<file path="config.mk">
export PLATFORM = sky130hd
export DESIGN_NAME = fir_out_quantizer_flat
export DESIGN_NICKNAME = d
export VERILOG_FILES = /design/src/rtl/fir_pkg.sv /design/src/rtl/fir_out_quantizer_if.sv /design/src/rtl/fir_out_fifo.sv /design/src/rtl/fir_out_quantizer.sv /design/src/flat_wrapper.sv
export SDC_FILE = /design/constraint.sdc
export NUM_CORES = 1
export LEC_CHECK = 0
export ABC_AREA = 1
export CELL_PAD_IN_SITES_DETAIL_PLACEMENT = 0
export CELL_PAD_IN_SITES_GLOBAL_PLACEMENT = 1
export CORE_MARGIN = 10
export CORE_UTILIZATION = 45
export CTS_CLUSTER_DIAMETER = 30
export DETAILED_ROUTE_END_ITERATION = 7
export PLACE_DENSITY = 0.89
export SYNTH_ARGS = -nofsm -noshare
export SYNTH_HDL_FRONTEND = slang
export SYNTH_SLANG_ARGS = --single-unit
</file>
<file path="constraint.sdc">
create_clock -name clk -period 6.44 [get_ports clk]
set_input_delay 1.288 -clock clk [delete_from_list [all_inputs] [get_ports clk]]
set_output_delay 1.288 -clock clk [all_outputs]
set_load 0.03 [all_outputs]
</file>
<file path="src/rtl/fir_pkg.sv">
// Shared FIR constants and fixed-point helpers.
// Holds the FIR output width and the sat_round model function.
package fir_pkg;

  localparam int DATA_WIDTH  = 18;
  localparam int COEFF_WIDTH = 18;
  localparam int N_TAPS      = 4;

  function automatic int fir_out_width(
    input int dw,
    input int cw,
    input int nt
  );
    return dw + cw + $clog2(nt);
  endfunction

  localparam int FIR_OUT_WIDTH =
    fir_out_width(DATA_WIDTH, COEFF_WIDTH, N_TAPS);

  // Round half toward +inf, shift right by frac,
  // clip to a signed ow-bit range.
  function automatic logic signed [63:0] sat_round(
    input logic signed [63:0] x,
    input int                 frac,
    input int                 ow
  );
    logic signed [63:0] r;
    logic signed [63:0] hi;
    logic signed [63:0] lo;
    r  = (x + (64'sd1 <<< (frac - 1))) >>> frac;
    hi = (64'sd1 <<< (ow - 1)) - 64'sd1;
    lo = -(64'sd1 <<< (ow - 1));
    if (r > hi) return hi;
    if (r < lo) return lo;
    return r;
  endfunction

endpackage

</file>
<file path="src/rtl/fir_out_quantizer_if.sv">
// Sample-stream bundle: FIR input strobe/data, output valid/ready/data.
// slave = quantizer side, master = producer/consumer side.
interface fir_out_quantizer_if
  import fir_pkg::*;
#(
  parameter int IN_WIDTH  = FIR_OUT_WIDTH,
  parameter int OUT_WIDTH = 18
);

  logic                        in_valid;
  logic signed [IN_WIDTH-1:0]  in_data;
  logic                        out_valid;
  logic                        out_ready;
  logic signed [OUT_WIDTH-1:0] out_data;

  modport master (
    output in_valid,
    output in_data,
    output out_ready,
    input  out_valid,
    input  out_data
  );

  modport slave (
    input  in_valid,
    input  in_data,
    input  out_ready,
    output out_valid,
    output out_data
  );

endinterface

</file>
<file path="src/rtl/fir_out_fifo.sv">
// Synchronous FIFO: push/pop/clear, full/empty/level, head on dout.
// Pointers carry one extra wrap bit; dout reads 0 while empty.
module fir_out_fifo
  import fir_pkg::*;
#(
  parameter  int W     = 18,
  parameter  int DEPTH = 4,
  localparam int AW    = $clog2(DEPTH)
) (
  input  logic         clk,
  input  logic         reset_n,
  input  logic         clear,
  input  logic         push,
  input  logic [W-1:0] din,
  input  logic         pop,
  output logic [W-1:0] dout,
  output logic         full,
  output logic         empty,
  output logic [AW:0]  level
);

  logic [W-1:0] mem_q [DEPTH];
  logic [AW:0]  wr_q;
  logic [AW:0]  wr_d;
  logic [AW:0]  rd_q;
  logic [AW:0]  rd_d;
  logic         do_push;
  logic         do_pop;

  assign level = wr_q - rd_q;
  assign empty = (level == '0);
  assign full  = (level == (AW+1)'(DEPTH));

  // A pop on full frees the slot the push needs.
  assign do_pop  = pop && !empty && !clear;
  assign do_push = push && (!full || do_pop) && !clear;

  assign dout = empty ? '0 : mem_q[rd_q[AW-1:0]];

  always_comb begin
    wr_d = wr_q;
    rd_d = rd_q;
    if (do_push) wr_d = wr_q + (AW+1)'(1);
    if (do_pop)  rd_d = rd_q + (AW+1)'(1);
    if (clear) begin
      wr_d = '0;
      rd_d = '0;
    end
  end

  always_ff @(posedge clk or negedge reset_n) begin
    if (!reset_n) begin
      wr_q <= '0;
      rd_q <= '0;
    end else begin
      wr_q <= wr_d;
      rd_q <= rd_d;
    end
  end

  always_ff @(posedge clk) begin
    if (do_push) mem_q[wr_q[AW-1:0]] <= din;
  end

endmodule

</file>
<file path="src/rtl/fir_out_quantizer.sv">
// FIR output quantizer: decimate, round, saturate, buffer, valid/ready.
// Optional FIR_OUT_SAT_CNT_EN enables the saturated-sample counter.
module fir_out_quantizer
  import fir_pkg::*;
#(
  parameter  int IN_WIDTH   = FIR_OUT_WIDTH,
  parameter  int OUT_WIDTH  = 18,
  parameter  int FRAC_SHIFT = 17,
  parameter  int DECIM_MAX  = 16,
  parameter  int FIFO_DEPTH = 4,
  localparam int PW         = $clog2(DECIM_MAX + 1),
  localparam int LW         = $clog2(FIFO_DEPTH + 1)
) (
  input  logic                  clk,
  input  logic                  reset_n,
  input  logic                  clear,
  input  logic [PW-1:0]         decim_ratio,
  fir_out_quantizer_if.slave    bus,
  output logic [LW-1:0]         fifo_level,
  output logic                  overflow,
  output logic [15:0]           sat_count
);

  localparam int RW = IN_WIDTH + 1 - FRAC_SHIFT;

  localparam logic signed [IN_WIDTH:0] HALF =
    (IN_WIDTH+1)'(1) << (FRAC_SHIFT - 1);

  localparam logic signed [RW-1:0] SAT_HI =
    RW'((64'sd1 <<< (OUT_WIDTH - 1)) - 64'sd1);

  localparam logic signed [RW-1:0] SAT_LO =
    RW'(-(64'sd1 <<< (OUT_WIDTH - 1)));

  logic [PW-1:0]            phase_q;
  logic [PW-1:0]            phase_d;
  logic [PW-1:0]            ratio_q;
  logic [PW-1:0]            ratio_d;
  logic [PW-1:0]            ratio_in;
  logic [PW-1:0]            period;
  logic                     keep;
  logic signed [IN_WIDTH:0] a_sum;
  logic                     a_valid_q;
  logic                     a_valid_d;
  logic signed [RW-1:0]     a_data_q;
  logic signed [RW-1:0]     a_data_d;
  logic                     b_clip_hi;
  logic                     b_clip_lo;
  logic [OUT_WIDTH-1:0]     b_data;
  logic                     overflow_q;
  logic                     overflow_d;
  logic                     fifo_full;
  logic                     fifo_empty;
  logic                     pop;
  logic                     drop;

  assign ratio_in =
    (decim_ratio == '0)             ? PW'(1) :
    (decim_ratio > PW'(DECIM_MAX))  ? PW'(DECIM_MAX) :
                                      decim_ratio;

  // One extra bit so adding the rounding half never wraps.
  assign a_sum =
    {bus.in_data[IN_WIDTH-1], bus.in_data} + HALF;

  // The period length is latched at phase 0 and held
  // until the phase wraps back.
  always_comb begin
    phase_d   = phase_q;
    ratio_d   = ratio_q;
    keep      = 1'b0;
    period    = (phase_q == '0) ? ratio_in : ratio_q;
    if (bus.in_valid) begin
      keep    = (phase_q == '0);
      ratio_d = period;
      phase_d = (phase_q == period - PW'(1)) ?
                '0 : phase_q + PW'(1);
    end
    a_valid_d = keep;
    a_data_d  = a_data_q;
    if (keep) a_data_d = RW'(a_sum >>> FRAC_SHIFT);
    overflow_d = overflow_q | drop;
    if (clear) begin
      phase_d    = '0;
      ratio_d    = PW'(1);
      a_valid_d  = 1'b0;
      overflow_d = 1'b0;
    end
  end

  assign b_clip_hi = (a_data_q > SAT_HI);
  assign b_clip_lo = (a_data_q < SAT_LO);

  always_comb begin
    b_data = OUT_WIDTH'(a_data_q);
    unique case (1'b1)
      b_clip_hi: b_data = OUT_WIDTH'(SAT_HI);
      b_clip_lo: b_data = OUT_WIDTH'(SAT_LO);
      default:   b_data = OUT_WIDTH'(a_data_q);
    endcase
  end

  assign pop  = !fifo_empty && bus.out_ready;
  assign drop = a_valid_q && fifo_full && !pop;

  always_ff @(posedge clk or negedge reset_n) begin
    if (!reset_n) begin
      phase_q    <= '0;
      ratio_q    <= PW'(1);
      a_valid_q  <= 1'b0;
      a_data_q   <= '0;
      overflow_q <= 1'b0;
    end else begin
      phase_q    <= phase_d;
      ratio_q    <= ratio_d;
      a_valid_q  <= a_valid_d;
      a_data_q   <= a_data_d;
      overflow_q <= overflow_d;
    end
  end

  fir_out_fifo #(
    .W     (OUT_WIDTH),
    .DEPTH (FIFO_DEPTH)
  ) u_fifo (
    .clk     (clk),
    .reset_n (reset_n),
    .clear   (clear),
    .push    (a_valid_q),
    .din     (b_data),
    .pop     (pop),
    .dout    (bus.out_data),
    .full    (fifo_full),
    .empty   (fifo_empty),
    .level   (fifo_level)
  );

  assign bus.out_valid = !fifo_empty;
  assign overflow      = overflow_q;

`ifdef FIR_OUT_SAT_CNT_EN
  logic [15:0] sat_cnt_q;
  logic [15:0] sat_cnt_d;
  logic        b_clip;

  assign b_clip = b_clip_hi | b_clip_lo;

  // Dropped samples still count: clipping happens before the FIFO.
  always_comb begin
    sat_cnt_d = sat_cnt_q;
    if (a_valid_q && b_clip && sat_cnt_q != 16'hFFFF)
      sat_cnt_d = sat_cnt_q + 16'd1;
    if (clear) sat_cnt_d = '0;
  end

  always_ff @(posedge clk or negedge reset_n) begin
    if (!reset_n) sat_cnt_q <= '0;
    else          sat_cnt_q <= sat_cnt_d;
  end

  assign sat_count = sat_cnt_q;
`else
  assign sat_count = '0;
`endif

endmodule

</file>
<file path="src/flat_wrapper.sv">
// flat-port wrapper written by rule: the top's interface ports become plain ports
module fir_out_quantizer_flat import fir_pkg::*;
#(
  parameter  int IN_WIDTH   = FIR_OUT_WIDTH,
  parameter  int OUT_WIDTH  = 18,
  parameter  int FRAC_SHIFT = 17,
  parameter  int DECIM_MAX  = 16,
  parameter  int FIFO_DEPTH = 4,
  localparam int PW         = $clog2(DECIM_MAX + 1),
  localparam int LW         = $clog2(FIFO_DEPTH + 1)
)
  (clk, reset_n, clear, decim_ratio, fifo_level, overflow, sat_count, bus_in_valid, bus_in_data, bus_out_ready, bus_out_valid, bus_out_data);
  fir_out_quantizer_if #(.IN_WIDTH(IN_WIDTH), .OUT_WIDTH(OUT_WIDTH)) bus_i ();
  input  logic clk;
  input  logic reset_n;
  input  logic clear;
  input  logic [PW-1:0] decim_ratio;
  output logic [LW-1:0] fifo_level;
  output logic overflow;
  output logic [15:0] sat_count;
  input wire logic [$bits(bus_i.in_valid)-1:0] bus_in_valid;
  input wire logic [$bits(bus_i.in_data)-1:0] bus_in_data;
  input wire logic [$bits(bus_i.out_ready)-1:0] bus_out_ready;
  output wire logic [$bits(bus_i.out_valid)-1:0] bus_out_valid;
  output wire logic [$bits(bus_i.out_data)-1:0] bus_out_data;
  assign bus_i.in_valid = bus_in_valid;
  assign bus_i.in_data = bus_in_data;
  assign bus_i.out_ready = bus_out_ready;
  assign bus_out_valid = bus_i.out_valid;
  assign bus_out_data = bus_i.out_data;
  fir_out_quantizer #(.IN_WIDTH(IN_WIDTH), .OUT_WIDTH(OUT_WIDTH), .FRAC_SHIFT(FRAC_SHIFT), .DECIM_MAX(DECIM_MAX), .FIFO_DEPTH(FIFO_DEPTH)) u_core (.clk(clk), .reset_n(reset_n), .clear(clear), .decim_ratio(decim_ratio), .bus(bus_i), .fifo_level(fifo_level), .overflow(overflow), .sat_count(sat_count));
endmodule
</file>
-- Yosys cells after proc, flatten, opt, wreduce, memory -nomap -nowiden
Memory sizes are Yosys's and may differ from the RTL's.
Cells that the tools add are included.
- flip-flop bits (word level): 40
- memory bits (writable): 72
- bits of input ports: 48
- word-level logic and storage cells: 57
- memories kept: 1
- memories (memory ; depth ; bits a word ; read ports ; clocked after Yosys merged registers in ; write ports ; line ; source):
    u_core.u_fifo.mem_q ; 4 ; 18 ; 1 ; 0 ; 1 ; fir_out_fifo.sv:22 ; logic [W-1:0] mem_q [DEPTH];
- $add $sub $neg: 6
- $lt $le $gt $ge: 3
- eq/ne operators: 2
- mux-type cells: 19
- bitwise operators: 1
- reductions and logical operators: 18
- operators by type and width (kind ; number):
    $mux 5 ; 8
    $add 38x18->39 const B ; 1
    $pmux 18 s2 ; 1
    $gt 22x18->1 const B ; 1
    $lt 22x18->1 const B ; 1
    $mux 18 ; 1
    $mux 3 ; 4
    $logic_not 5->1 ; 2
    $logic_and 1x1->1 ; 7
    $add 3x1->3 const B ; 2
    $reduce_bool 2->1 ; 3
    $add 5x1->5 const B ; 1
    $eq 5x5->1 ; 1
    $gt 5x5->1 const B ; 1
    $mux 1 ; 5
    $sub 5x1->5 const B ; 1
    $logic_not 1->1 ; 4
    $eq 3x3->1 const B ; 1
    $logic_not 3->1 ; 1
    $sub 3x3->3 ; 1
    $logic_or 1x1->1 ; 1
    $or 1x1->1 ; 1

-- Logic depth before layout (Yosys ltp)
Gate-level depths: netlist (run 1).
- depth in word-level cells: 11
- mapped depth: 15

-- By module
Synthesis (run 1) repeated with hierarchy kept, for this count alone.
- cell total of the unflattened synthesis: 614
- area, all modules: 5798.1 um^2
- modules (own cells, without submodules) (module ; instances ; cells an instance ; area an instance (um^2) ; seq. area each (um^2)):
    fir_out_fifo ; 1 ; 279 ; 3338.2 ; 2312.2
    fir_out_quantizer ; 1 ; 335 ; 2459.9 ; 852.1

-- Worst setup path before layout (run 1)
No wires, ideal clock.
- path kind: register -> output
- start: register u_core.u_fifo.wr_q[0]
- end: output port bus_out_data[10]
- data arrival time: 2.659 ns
- required time: 5.152 ns
- slack: 2.493 ns
- cell stages (with the launch flop): 11
- path buffers: 2
- cell sequence: dfrtp_1 inv_1 ha_1 fa_1 xnor2_1 xor2_1 nand3b_1 buf_2 buf_4 nand2_1 inv_1
- cells in the longest elaborated chain, start to end: 3
- ends and longest elaborated chain (item ; line ; source):
    start, declared ; fir_out_fifo.sv:23 ; logic [AW:0] wr_q;
    start signal, assigned ; fir_out_fifo.sv:56 ; wr_q <= wr_d;
    $sub 3x3->3 ; fir_out_fifo.sv:30 ; assign level = wr_q - rd_q;
    via fifo_level[2] ; flat_wrapper.sv:18 ; output logic [LW-1:0] fifo_level;
    $logic_not 3->1 ; fir_out_fifo.sv:31 ; assign empty = (level == '0);
    $mux 18 ; fir_out_fifo.sv:38 ; assign dout = empty ? '0 : mem_q[rd_q[AW-1:0]];
    end, declared ; flat_wrapper.sv:25 ; output wire logic [$bits(bus_i.out_data)-1:0] bus_out_data;
The timed path passes the listed nets, and every way through them passes these cells.

-- Worst setup path after layout (run 1)
- start: register u_core.u_fifo.wr_q[0]
- end: output port bus_out_data[3]
- cells in the longest elaborated chain, start to end: 3
- ends and longest elaborated chain (item ; line):
    $sub 3x3->3 ; fir_out_fifo.sv:30
    $logic_not 3->1 ; fir_out_fifo.sv:31
    $mux 18 ; fir_out_fifo.sv:38
Every way passes these cells.

==> metrics, run 1 <==
global placement routability congestion 0.806; main combinational cell family by area after synthesis simple AND/OR/NAND/NOR gates; CTS tree built; Setup Total Neg Slack 0 ns; number of clock buffers inserted by TritonCTS 9; global-route usage over all layers between 10% and 20%; Mean Syn Cell Area around 9.3 um2; run status completed; share of post-route cells with drive strength above 1 ~7.5%; clock sink total 112; sequential area share after synthesis between 50 and 60%; largest net degree at the start of global routing 41; Setup Buffers After CTS 0; initial core utilization 45.7%; CTS Hold Buffers Added 0; Port Buf Inserts 54; origin of the critical flop-to-flop path u_core.u_fifo.wr_q[0]$_DFFE_PN0P_; most common cell after layout, fill and taps aside sky130_fd_sc_hd__nand2_1; via count just over 4000; worst min-delay path class register to register; antenna violations before repair 0; multiplexer area fraction after synthesis 0%; root cell of the clock tree sky130_fd_sc_hd__clkbuf_16; Worst-path clk slew roughly 0.080 ns; Worst R2R Setup Slack between 3 and 4 ns; area overhead of the layout relative to synthesis 16.3%; count of standard-cell rows 41; most frequent cells in the layout sky130_fd_sc_hd__nand2_1 (118), sky130_fd_sc_hd__nor2_1 (76), sky130_fd_sc_hd__inv_1 (74); global route overflow 0; max-slew violation total from the final report 0; post-synthesis share of cell area spent on full adders, half adders and majority gates under 10%; Post-Route WL about 12 mm; Critical Path End Type primary output; number of design-rule violations left by the first detailed-router iteration 313; upper clock frequency limit 0.205 GHz; die extent in x between 100 and 150 um; Synth cell types between 40 and 50; number of synthesized register bits 112; Synth Warn # 0; number of DRC violations after detailed routing 0; post-placement cell count a little over 800; first-pass iteration count of the detailed router 5; Synth Area in Compound Gates between 10% and 20%; die outline height 133 um; worst endpoint data arrival time ~3.6 ns; share of the synthesized netlist area taken by xor and xnor gates around 2.6%; latest clock arrival within the worst-skew pair between 0.3 and 0.4 ns; floorplan die area about 0.018 mm2; final cell count without fillers about 840; tightest slew margin relative to the limit between 30% and 40%; count of antenna diodes in the layout 0; first-pass GRT wire length 19.7 mm; endpoint of the worst-slack reg-to-reg timing path u_core.u_fifo.mem_q[0][7]$_DFFE_PP_; WP data required about 5.2 ns; Placed Instance Area roughly 0.0063 mm2; Top Ports between 80 and 90; final critical delay including setup and external delays roughly 4.9 ns; Worst Slack Setup Final 1.57 ns; Post-DRT Antenna Nets 0; core area ~0.013 mm2; end point of the most critical hold path u_core.a_data_q[6]$_DFFE_PN0P_; Setup Skew roughly 0.0066 ns; Max Cap Violations 0; kind of critical path register to primary output; kind of launch point of the worst setup path register; mapped cell area approximately 0.0057 mm2; count of nets after finishing about 700; number of global-route vias before repair between 4000 and 5000; Resize count post-CTS 0; wire length per cell after detailed routing about 14 um; transition time at the pin with the least slew margin 1.05 ns; number of cells on the worst hold path 2; Post-Synth Simple-Gate Area 20.0%; P_leak roughly 2.8 nW; Vias per Instance just under 5; Post-Synthesis Cells just over 600; CTS H-Tree Depth 3; Max IR drop VDD between 0.15 and 0.2 mV; ratio of final minimum period to clock period 75.6%; count of cells along the worst register-to-register path 10; peak fanout along the critical path 21; HPWL after detailed placement 8.40 mm; buffer levels on the longest clock path 2; final-report setup violation count 0; setup slack at placement ~1.9 ns; RSZ-0062 raised after global routing false; power density of the placed cells 385 mW/mm2; origin of the worst min-delay path u_core.a_data_q[6]$_DFFE_PN0P_; area of all placed cells without fillers between 0.006 and 0.007 mm2; final hold viol count 0; number of filler instances in the final layout roughly 1200
per-layer routing:
layer  wire length, um  GRT usage, %
met3               476          3.18
met1              5520          17.0
met5                 0             0
met4               130          4.10
met2              5830          22.5
critical path, cell delays in order (launching register included):
cell and delay [ns]:
sky130_fd_sc_hd__dfrtp_1 0.38, sky130_fd_sc_hd__inv_1 0.11, sky130_fd_sc_hd__ha_1 0.23, sky130_fd_sc_hd__fa_1 0.38, sky130_fd_sc_hd__xnor2_1 0.17, sky130_fd_sc_hd__xor2_1 0.31
sky130_fd_sc_hd__nand3b_1 0.72, sky130_fd_sc_hd__nand2_1 0.16, sky130_fd_sc_hd__inv_1 0.09, sky130_fd_sc_hd__clkdlybuf4s50_1 0.67
cells in the mapped netlist:
library cell,count,area [um2]
sky130_fd_sc_hd__buf_4,17,128
sky130_fd_sc_hd__o21ai_0,58,290
sky130_fd_sc_hd__nand4_1,5,31.3
sky130_fd_sc_hd__nand2_4,1,11.3
sky130_fd_sc_hd__ha_1,9,113
sky130_fd_sc_hd__o21ai_2,1,8.76
sky130_fd_sc_hd__o21bai_1,5,37.5
sky130_fd_sc_hd__dfstp_2,1,26.3
sky130_fd_sc_hd__a21o_1,2,15.0
sky130_fd_sc_hd__o41ai_4,1,27.5
sky130_fd_sc_hd__xor2_1,12,105
sky130_fd_sc_hd__nand3b_1,1,7.51
sky130_fd_sc_hd__buf_1,5,18.8
sky130_fd_sc_hd__a21oi_1,4,20.0
sky130_fd_sc_hd__or2_2,1,6.26
sky130_fd_sc_hd__inv_1,74,278
sky130_fd_sc_hd__conb_1,1,3.75
sky130_fd_sc_hd__nor3_1,6,30.0
sky130_fd_sc_hd__o32ai_1,18,158
sky130_fd_sc_hd__edfxtp_1,72,2160
sky130_fd_sc_hd__o22ai_1,3,18.8
sky130_fd_sc_hd__nor3_2,1,10.0
sky130_fd_sc_hd__dfrtp_1,39,976
sky130_fd_sc_hd__o2111ai_1,1,8.76
sky130_fd_sc_hd__buf_2,3,15.0
sky130_fd_sc_hd__nor2_4,3,33.8
sky130_fd_sc_hd__nor2_2,7,43.8
sky130_fd_sc_hd__o31ai_1,1,7.51
sky130_fd_sc_hd__nand2_1,118,443
sky130_fd_sc_hd__clkbuf_1,11,41.3
sky130_fd_sc_hd__inv_2,2,7.51
sky130_fd_sc_hd__o21ai_1,4,20.0
sky130_fd_sc_hd__o21a_1,2,15.0
sky130_fd_sc_hd__buf_6,1,11.3
sky130_fd_sc_hd__nand2_2,4,25.0
sky130_fd_sc_hd__xnor2_1,5,43.8
sky130_fd_sc_hd__nand3_2,4,40.0
sky130_fd_sc_hd__nand3_1,30,150
sky130_fd_sc_hd__nor4_1,2,12.5
sky130_fd_sc_hd__fa_1,1,20.0
sky130_fd_sc_hd__nor2_1,80,300
sequential cells by signal, indices dropped and copies added, names as in the netlist:
name and flops:
u_core.a_valid_q 1, u_core.u_fifo.rd_q 3, u_core.u_fifo.mem_q 72, u_core.a_data_q 22, u_core.phase_q 5, u_core.overflow 1
u_core.ratio_q 5, u_core.u_fifo.wr_q 3
final cells by class:
type                       instances  area (um2)  area share (%)
sequential                       112        3160            47.6
multi-input combinational        406        2120            31.9
timing repair buffer              57         558            8.39
inverter                          76         285            4.29
clock buffer                       9         225            3.39
tap                              172         215            3.24
clock inverter                     7        78.8            1.19
logic make-up (layout without fill, tap and decap cells):
group           Yosys count  in the layout
compound gates          100            100
xor+xnor                 17             17
fa+ha+maj                10             10
buf+inv                 113            149
flops                   112            112
other cells               1             16
simple gates            263            263
worst max path at each step:
stage / from / endpoint / depth (start not counted)
floorplan: u_core.u_fifo.wr_q[0]$_DFFE_PN0P_ / bus_out_data[10] / 10
global placement: u_core.u_fifo.wr_q[0]$_DFFE_PN0P_ / bus_out_data[3] / 9
detailed placement: u_core.u_fifo.wr_q[0]$_DFFE_PN0P_ / bus_out_data[3] / 9
CTS: u_core.u_fifo.wr_q[0]$_DFFE_PN0P_ / bus_out_data[3] / 9
global route: u_core.u_fifo.wr_q[0]$_DFFE_PN0P_ / bus_out_data[3] / 9
finish: u_core.u_fifo.wr_q[0]$_DFFE_PN0P_ / bus_out_data[3] / 9
stage by stage:
stage	utilization, %	hold WS, ns	total power, W
global route	53.1	0.504	0.00270
detailed placement	50.7	0.467	0.00203
global placement	50.7	0.458	0.00201
CTS	53.1	0.487	0.00258
finish	53.1	0.484	0.00256
floorplan	-	0.443	0.00164
where the power goes:
| group | internal, W | leakage, nW | switching, W |
|---|---|---|---|
| Combinational | 0.000386 | 1.46 | 0.000727 |
| Sequential | 0.000863 | 1.16 | 0.0000291 |
| Clock | 0.000278 | 0.149 | 0.000278 |
Power figures use the tool's default switching activity.
==> inputs of run 2 (changes only) <==
CORE_UTILIZATION = 37   (was 45)
PLACE_DENSITY = 0.79   (was 0.89)
clock period = 3.9 ns   (was 6.44 ns; I/O delays follow)
==> run 2 against run 1 <==
Against the previous run:
- sequential power increased by 65%
- critical path depth grew 1
- non-clock buffer count is 5 higher
- first-iteration DRC count is 2.2% lower
- worst setup slack worse by 1.1 ns
- critical endpoint is now bus_out_data[12]
==> metrics, run 2 (same netlist as run 1, synthesis figures left out) <==
run status completed; largest net degree at the start of global routing 41; Worst R2R Setup Slack ~1.3 ns; Max Cap Violations 0; Worst-path clk slew about 0.070 ns; share of post-route cells with drive strength above 1 around a tenth; number of cells on the worst hold path 2; final hold viol count 0; Post-Route WL about 12 mm; clock sink total 112; global-route usage over all layers 12.0%; root cell of the clock tree sky130_fd_sc_hd__clkbuf_16; floorplan die area approximately 0.021 mm2; Max stage delay on crit path between 0.3 and 0.4 ns; Vias per Instance 4.85; count of cells along the worst register-to-register path 11; wire length per cell after detailed routing about 14 um; Crit path depth 10; CTS Hold Buffers Added 0; max-slew violation total from the final report 0; die outline height roughly 140 um; buffer levels on the longest clock path 2; number of global-route vias before repair between 4000 and 5000; Setup Buffers After CTS 0; Final Hold Slack a little under 0.5 ns; post-placement cell count 844; Top delay family on crit path adder cells; area overhead of the layout relative to synthesis 15.9%; buffer and inverter count on the worst path 4; most frequent cells in the layout sky130_fd_sc_hd__nand2_1 (118), sky130_fd_sc_hd__nor2_1 (80), sky130_fd_sc_hd__inv_1 (74); core area between 0.015 and 0.02 mm2; transition time at the pin with the least slew margin ~0.97 ns; Critical Path End Type primary output; worst endpoint data arrival time about 2.7 ns; Setup Total Neg Slack 0 ns; Port Buf Inserts 54; area of all placed cells without fillers 0.00663 mm2; count of nets after finishing a little over 700; global route overflow 0; number of design-rule violations left by the first detailed-router iteration 306; number of DRC violations after detailed routing 0; antenna violations before repair 0; tightest slew margin relative to the limit 35.3%; first-pass iteration count of the detailed router 4; via count ~4200; most common cell after layout, fill and taps aside sky130_fd_sc_hd__nand2_1; Placed Instance Area between 0.006 and 0.007 mm2; peak fanout along the critical path 21; Post-DRT Antenna Nets 0; cells traversed along the worst timing path inv_1 > ha_1 > fa_1 > xnor2_1 > xor2_1 > nand3b_1 > buf_4 > nand2_1 > inv_1 > buf_4; origin of the critical flop-to-flop path u_core.u_fifo.wr_q[0]$_DFFE_PN0P_; global placement routability congestion between 0.8 and 0.9; worst min-delay path class register to register; latest clock arrival within the worst-skew pair roughly 0.35 ns; kind of launch point of the worst setup path register; Final Total Pwr roughly 0.0042 W; die extent in x roughly 140 um; number of clock buffers inserted by TritonCTS 9; final-report setup violation count 0; area taken by flip-flops and latches ~0.0032 mm2; upper clock frequency limit just under 0.3 GHz; Setup Skew roughly 0.0083 ns; Resize count post-CTS 0; number of filler instances in the final layout between 1000 and 1500; Largest register FFs 72; CTS tree built; crit path capture bus_out_data[12]; Top Ports between 80 and 90; P_leak roughly 2.8 nW; multi-input combinational cell area around 0.0021 mm2; final cell count without fillers 859; worst setup path start u_core.u_fifo.wr_q[0]$_DFFE_PN0P_; power density of the placed cells about 630 mW/mm2; CTS H-Tree Depth 3; RSZ-0062 raised after global routing false; ratio of final minimum period to clock period 88.4%; HPWL after detailed placement 8.54 mm; kind of critical path register to primary output; initial core utilization 37.6%; count of antenna diodes in the layout 0; final critical delay including setup and external delays about 3.4 ns; WP data required 3.12 ns; first-pass GRT wire length between 15 and 20 mm; Max IR drop VDD between 0.2 and 0.3 mV; endpoint of the worst-slack reg-to-reg timing path u_core.u_fifo.mem_q[3][16]$_DFFE_PP_; cell with the largest stage delay on the worst path sky130_fd_sc_hd__fa_1; count of standard-cell rows 45
-- run 2: final cells by class --
type / count / area share, %
sequential: 112 / 47.7
clock buffer: 11 / 3.51
clock inverter: 4 / 0.792
multi-input combinational: 406 / 31.9
inverter: 76 / 4.30
timing repair buffer: 62 / 8.26
tap: 188 / 3.55
-- run 2: worst min-delay path by stage --
| stage | from | endpoint | slack (ns) |
|---|---|---|---|
| final | u_core.a_data_q[6]$_DFFE_PN0P_ | u_core.a_data_q[6]$_DFFE_PN0P_ | 0.48 |
| after global routing | u_core.a_data_q[5]$_DFFE_PN0P_ | u_core.a_data_q[5]$_DFFE_PN0P_ | 0.51 |
| after CTS | u_core.a_data_q[8]$_DFFE_PN0P_ | u_core.a_data_q[8]$_DFFE_PN0P_ | 0.49 |
| after detailed placement | u_core.a_data_q[6]$_DFFE_PN0P_ | u_core.a_data_q[6]$_DFFE_PN0P_ | 0.47 |
| after global placement | u_core.a_data_q[6]$_DFFE_PN0P_ | u_core.a_data_q[6]$_DFFE_PN0P_ | 0.47 |
| after floorplan | u_core.a_data_q[5]$_DFFE_PN0P_ | u_core.a_data_q[5]$_DFFE_PN0P_ | 0.44 |
-- run 2: worst reg2reg max path: stages (launching register included) --
cell	delay, ns
sky130_fd_sc_hd__dfrtp_1	0.37
sky130_fd_sc_hd__inv_1	0.10
sky130_fd_sc_hd__ha_1	0.22
sky130_fd_sc_hd__fa_1	0.38
sky130_fd_sc_hd__xnor2_1	0.17
sky130_fd_sc_hd__xor2_1	0.29
sky130_fd_sc_hd__o2111ai_1	0.16
sky130_fd_sc_hd__nand2_1	0.15
sky130_fd_sc_hd__inv_1	0.08
sky130_fd_sc_hd__nand2_1	0.12
sky130_fd_sc_hd__nor2_1	0.06
sky130_fd_sc_hd__buf_4	0.22
-- run 2: per-stage QoR --
| step | setup WS [ns] | util (%) |
|---|---|---|
| after CTS | 0.429 | 43.6 |
| after floorplan | 0.461 | - |
| after detailed placement | 0.817 | 41.7 |
| after global routing | 0.256 | 43.6 |
| after global placement | 0.839 | 41.7 |
| final | 0.451 | 43.6 |
-- run 2: power breakdown --
part	switching [W]	internal [W]
clock	0.000399	0.000499
combinational	0.00122	0.000576
sequential	0.0000466	0.00143
-- run 2: routing by layer --
metal / wire length [um] / share of wire [%] / track usage [%] / up-vias
li1: - / - / - / 2116
met1: 5810 / 48 / 15.6 / 1952
met2: 5530 / 46 / 19.0 / 81
met3: 551 / 4.6 / 2.59 / 17
met4: 210 / 1.7 / 4.52 / 0
met5: 0 / 0 / 0 / -
==> inputs of run 3 (changes only) <==
CORE_UTILIZATION = 39   (was 37)
CTS_BUF_LIST = sky130_fd_sc_hd__clkbuf_2 sky130_fd_sc_hd__clkbuf_4 sky130_fd_sc_hd__clkbuf_8   (was unset)
PLACE_DENSITY = 0.82   (was 0.79)
==> run 3 against run 2 <==
Against the previous run:
- critical path depth decreased by 4
- register-to-register slack worse by 0.02 ns
- sequential share of layout area rose by 0.34 points
- via count up 0.19%
- wire length up 0.17%
- global-route usage grew 0.39 points
- sequential cell count stayed put
- cell count decreased by 0.23%
- critical endpoint is now fifo_level[2]
- highest routed layer unchanged
==> metrics, run 3 (same netlist as run 1, synthesis figures left out) <==
Port Buf Inserts 54; first-pass GRT wire length 20.5 mm; number of cells on the worst hold path 2; Resize count post-CTS 0; origin of the worst min-delay path u_core.a_data_q[7]$_DFFE_PN0P_; global placement routability congestion approximately 0.86; transition time at the pin with the least slew margin ~0.92 ns; Max Cap Violations 0; die outline height around 140 um; via count 4174; tightest slew margin relative to the limit roughly 39%; root cell of the clock tree sky130_fd_sc_hd__clkbuf_8; count of cells along the worst register-to-register path 11; max-slew violation total from the final report 0; count of standard-cell rows 44; core area roughly 0.014 mm2; number of design-rule violations left by the first detailed-router iteration about 330; count of nets after finishing just over 700; kind of critical path register to primary output; global-route usage over all layers approximately an eighth; buffer levels on the longest clock path 2; WP data required around 3.1 ns; endpoint of the worst-slack reg-to-reg timing path u_core.u_fifo.mem_q[2][11]$_DFFE_PP_; CTS tree built; worst endpoint data arrival time between 2 and 3 ns; final cell count without fillers 857; clock power share between 15 and 20%; Internal around 0.0024 W; first-pass iteration count of the detailed router 4; largest net degree at the start of global routing 41; upper clock frequency limit 0.288 GHz; combinational fraction of design power between 40% and 50%; Setup Buffers After CTS 0; net switching component of the power around 0.0017 W; global route overflow 0; cell with the largest stage delay on the worst path sky130_fd_sc_hd__clkdlybuf4s50_1; P_leak 2.79 nW; kind of launch point of the worst setup path register; Worst-path clk slew 0.10 ns; number of clock buffers inserted by TritonCTS 9; worst min-delay path class register to register; Top Ports between 80 and 90; final critical delay including setup and external delays 3.47 ns; run status completed; initial core utilization between 30% and 40%; Setup Total Neg Slack 0 ns; most frequent cells in the layout sky130_fd_sc_hd__nand2_1 (118), sky130_fd_sc_hd__nor2_1 (80), sky130_fd_sc_hd__inv_1 (74); wire length per cell after detailed routing 14.1 um; latest clock arrival within the worst-skew pair about 0.38 ns; Max IR drop VDD 0.234 mV; Setup Skew approximately 0.011 ns; Largest register FFs 72; Max stage delay on crit path 0.74 ns; share of post-route cells with drive strength above 1 10.5%; Sw Ratio between 40% and 50%; origin of the critical flop-to-flop path u_core.u_fifo.wr_q[0]$_DFFE_PN0P_; final-report setup violation count 0; floorplan die area 0.0199 mm2; sequential power share 36.4%; post-placement cell count between 800 and 900; Critical Path End Type primary output; Post-DRT Antenna Nets 0; HPWL after detailed placement about 8.6 mm; Worst R2R Setup Slack 1.28 ns; cells traversed along the worst timing path inv_1 > ha_1 > fa_1 > xnor2_1 > xor2_1 > clkdlybuf4s50_1; ratio of final minimum period to clock period a little under 90%; die extent in x 141 um; final hold viol count 0; peak fanout along the critical path 5; end point of the most critical hold path u_core.a_data_q[7]$_DFFE_PN0P_; area overhead of the layout relative to synthesis 15.1%; count of antenna diodes in the layout 0; antenna violations before repair 0; most common cell after layout, fill and taps aside sky130_fd_sc_hd__nand2_1; Vias per Instance 4.87; Post-Route WL approximately 12 mm; RSZ-0062 raised after global routing false; CTS H-Tree Depth 3; CTS Hold Buffers Added 0; clock sink total roughly 110; number of global-route vias before repair approximately 4300; number of DRC violations after detailed routing 0; power density of the placed cells roughly 610 mW/mm2
-- run 3: cell count changes in the layout (fill, tap and decap cells not counted), sizes merged --
cell,before,now
buf,28,29
bufinv,1,2
clkbuf,11,9
clkinvlp,0,2
-- run 3: layout make-up --
type                    count  area, um2
well taps                 184        230
multi-input cells         406       2110
clock inverters             7        111
clock buffers               9        124
inverters                  76        285
flip-flops and latches    112       3160
fillers                  1396       7900
repair buffers             63        556
-- run 3: power by group through the flow --
| stage | clock network, W | logic (W) | registers (W) |
|---|---|---|---|
| CTS | 0.000796 | 0.00181 | 0.00147 |
| global placement | 0 | 0.00177 | 0.00149 |
| global route | 0.000845 | 0.00199 | 0.00148 |
| floorplan | 0 | 0.00122 | 0.00148 |
| detailed placement | 0 | 0.00181 | 0.00150 |
| finish | 0.000783 | 0.00179 | 0.00147 |
-- run 3: how the worst max path moves through the flow --
stage	startpoint	end	slack [ns]	cells past startpoint
finish	u_core.u_fifo.wr_q[0]$_DFFE_PN0P_	fifo_level[2]	0.43	6
global route	u_core.u_fifo.wr_q[0]$_DFFE_PN0P_	bus_out_data[8]	0.16	10
CTS	u_core.u_fifo.wr_q[0]$_DFFE_PN0P_	fifo_level[2]	0.39	6
detailed placement	u_core.u_fifo.wr_q[0]$_DFFE_PN0P_	fifo_level[2]	0.81	6
global placement	u_core.u_fifo.wr_q[0]$_DFFE_PN0P_	fifo_level[2]	0.85	6
floorplan	u_core.u_fifo.wr_q[0]$_DFFE_PN0P_	bus_out_data[10]	0.46	10
-- run 3: per-layer routing --
layer | GRT usage, % | vias up | wire, um | part of all wire (%)
li1 | - | 2115 | - | -
met1 | 16.0 | 1965 | 5620 | 46
met2 | 20.2 | 84 | 5850 | 48
met3 | 2.45 | 10 | 512 | 4.2
met4 | 3.97 | 0 | 138 | 1.1
met5 | 0 | - | 0 | 0
-- run 3: critical path: cells and delay by family, from the launching register on --
family                   cells  cell delay (ns)
buffers and inverters        2             0.84
adder cells (fa/ha/maj)      2             0.59
XOR/XNOR                     2             0.50
flip-flops                   1             0.39
-- run 3: per-stage QoR --
stage                     hold slack [ns]  worst slack [ns]  total power [W]  util, %  area (um2)
after floorplan                     0.443             0.461          0.00270        -        5780
after global placement              0.458             0.854          0.00327     43.8        6350
after detailed placement            0.467             0.807          0.00331     43.8        6350
after CTS                           0.491             0.393          0.00408     45.5        6580
after global routing                0.527             0.156          0.00431     45.5        6580
final                               0.491             0.431          0.00404     45.5        6580
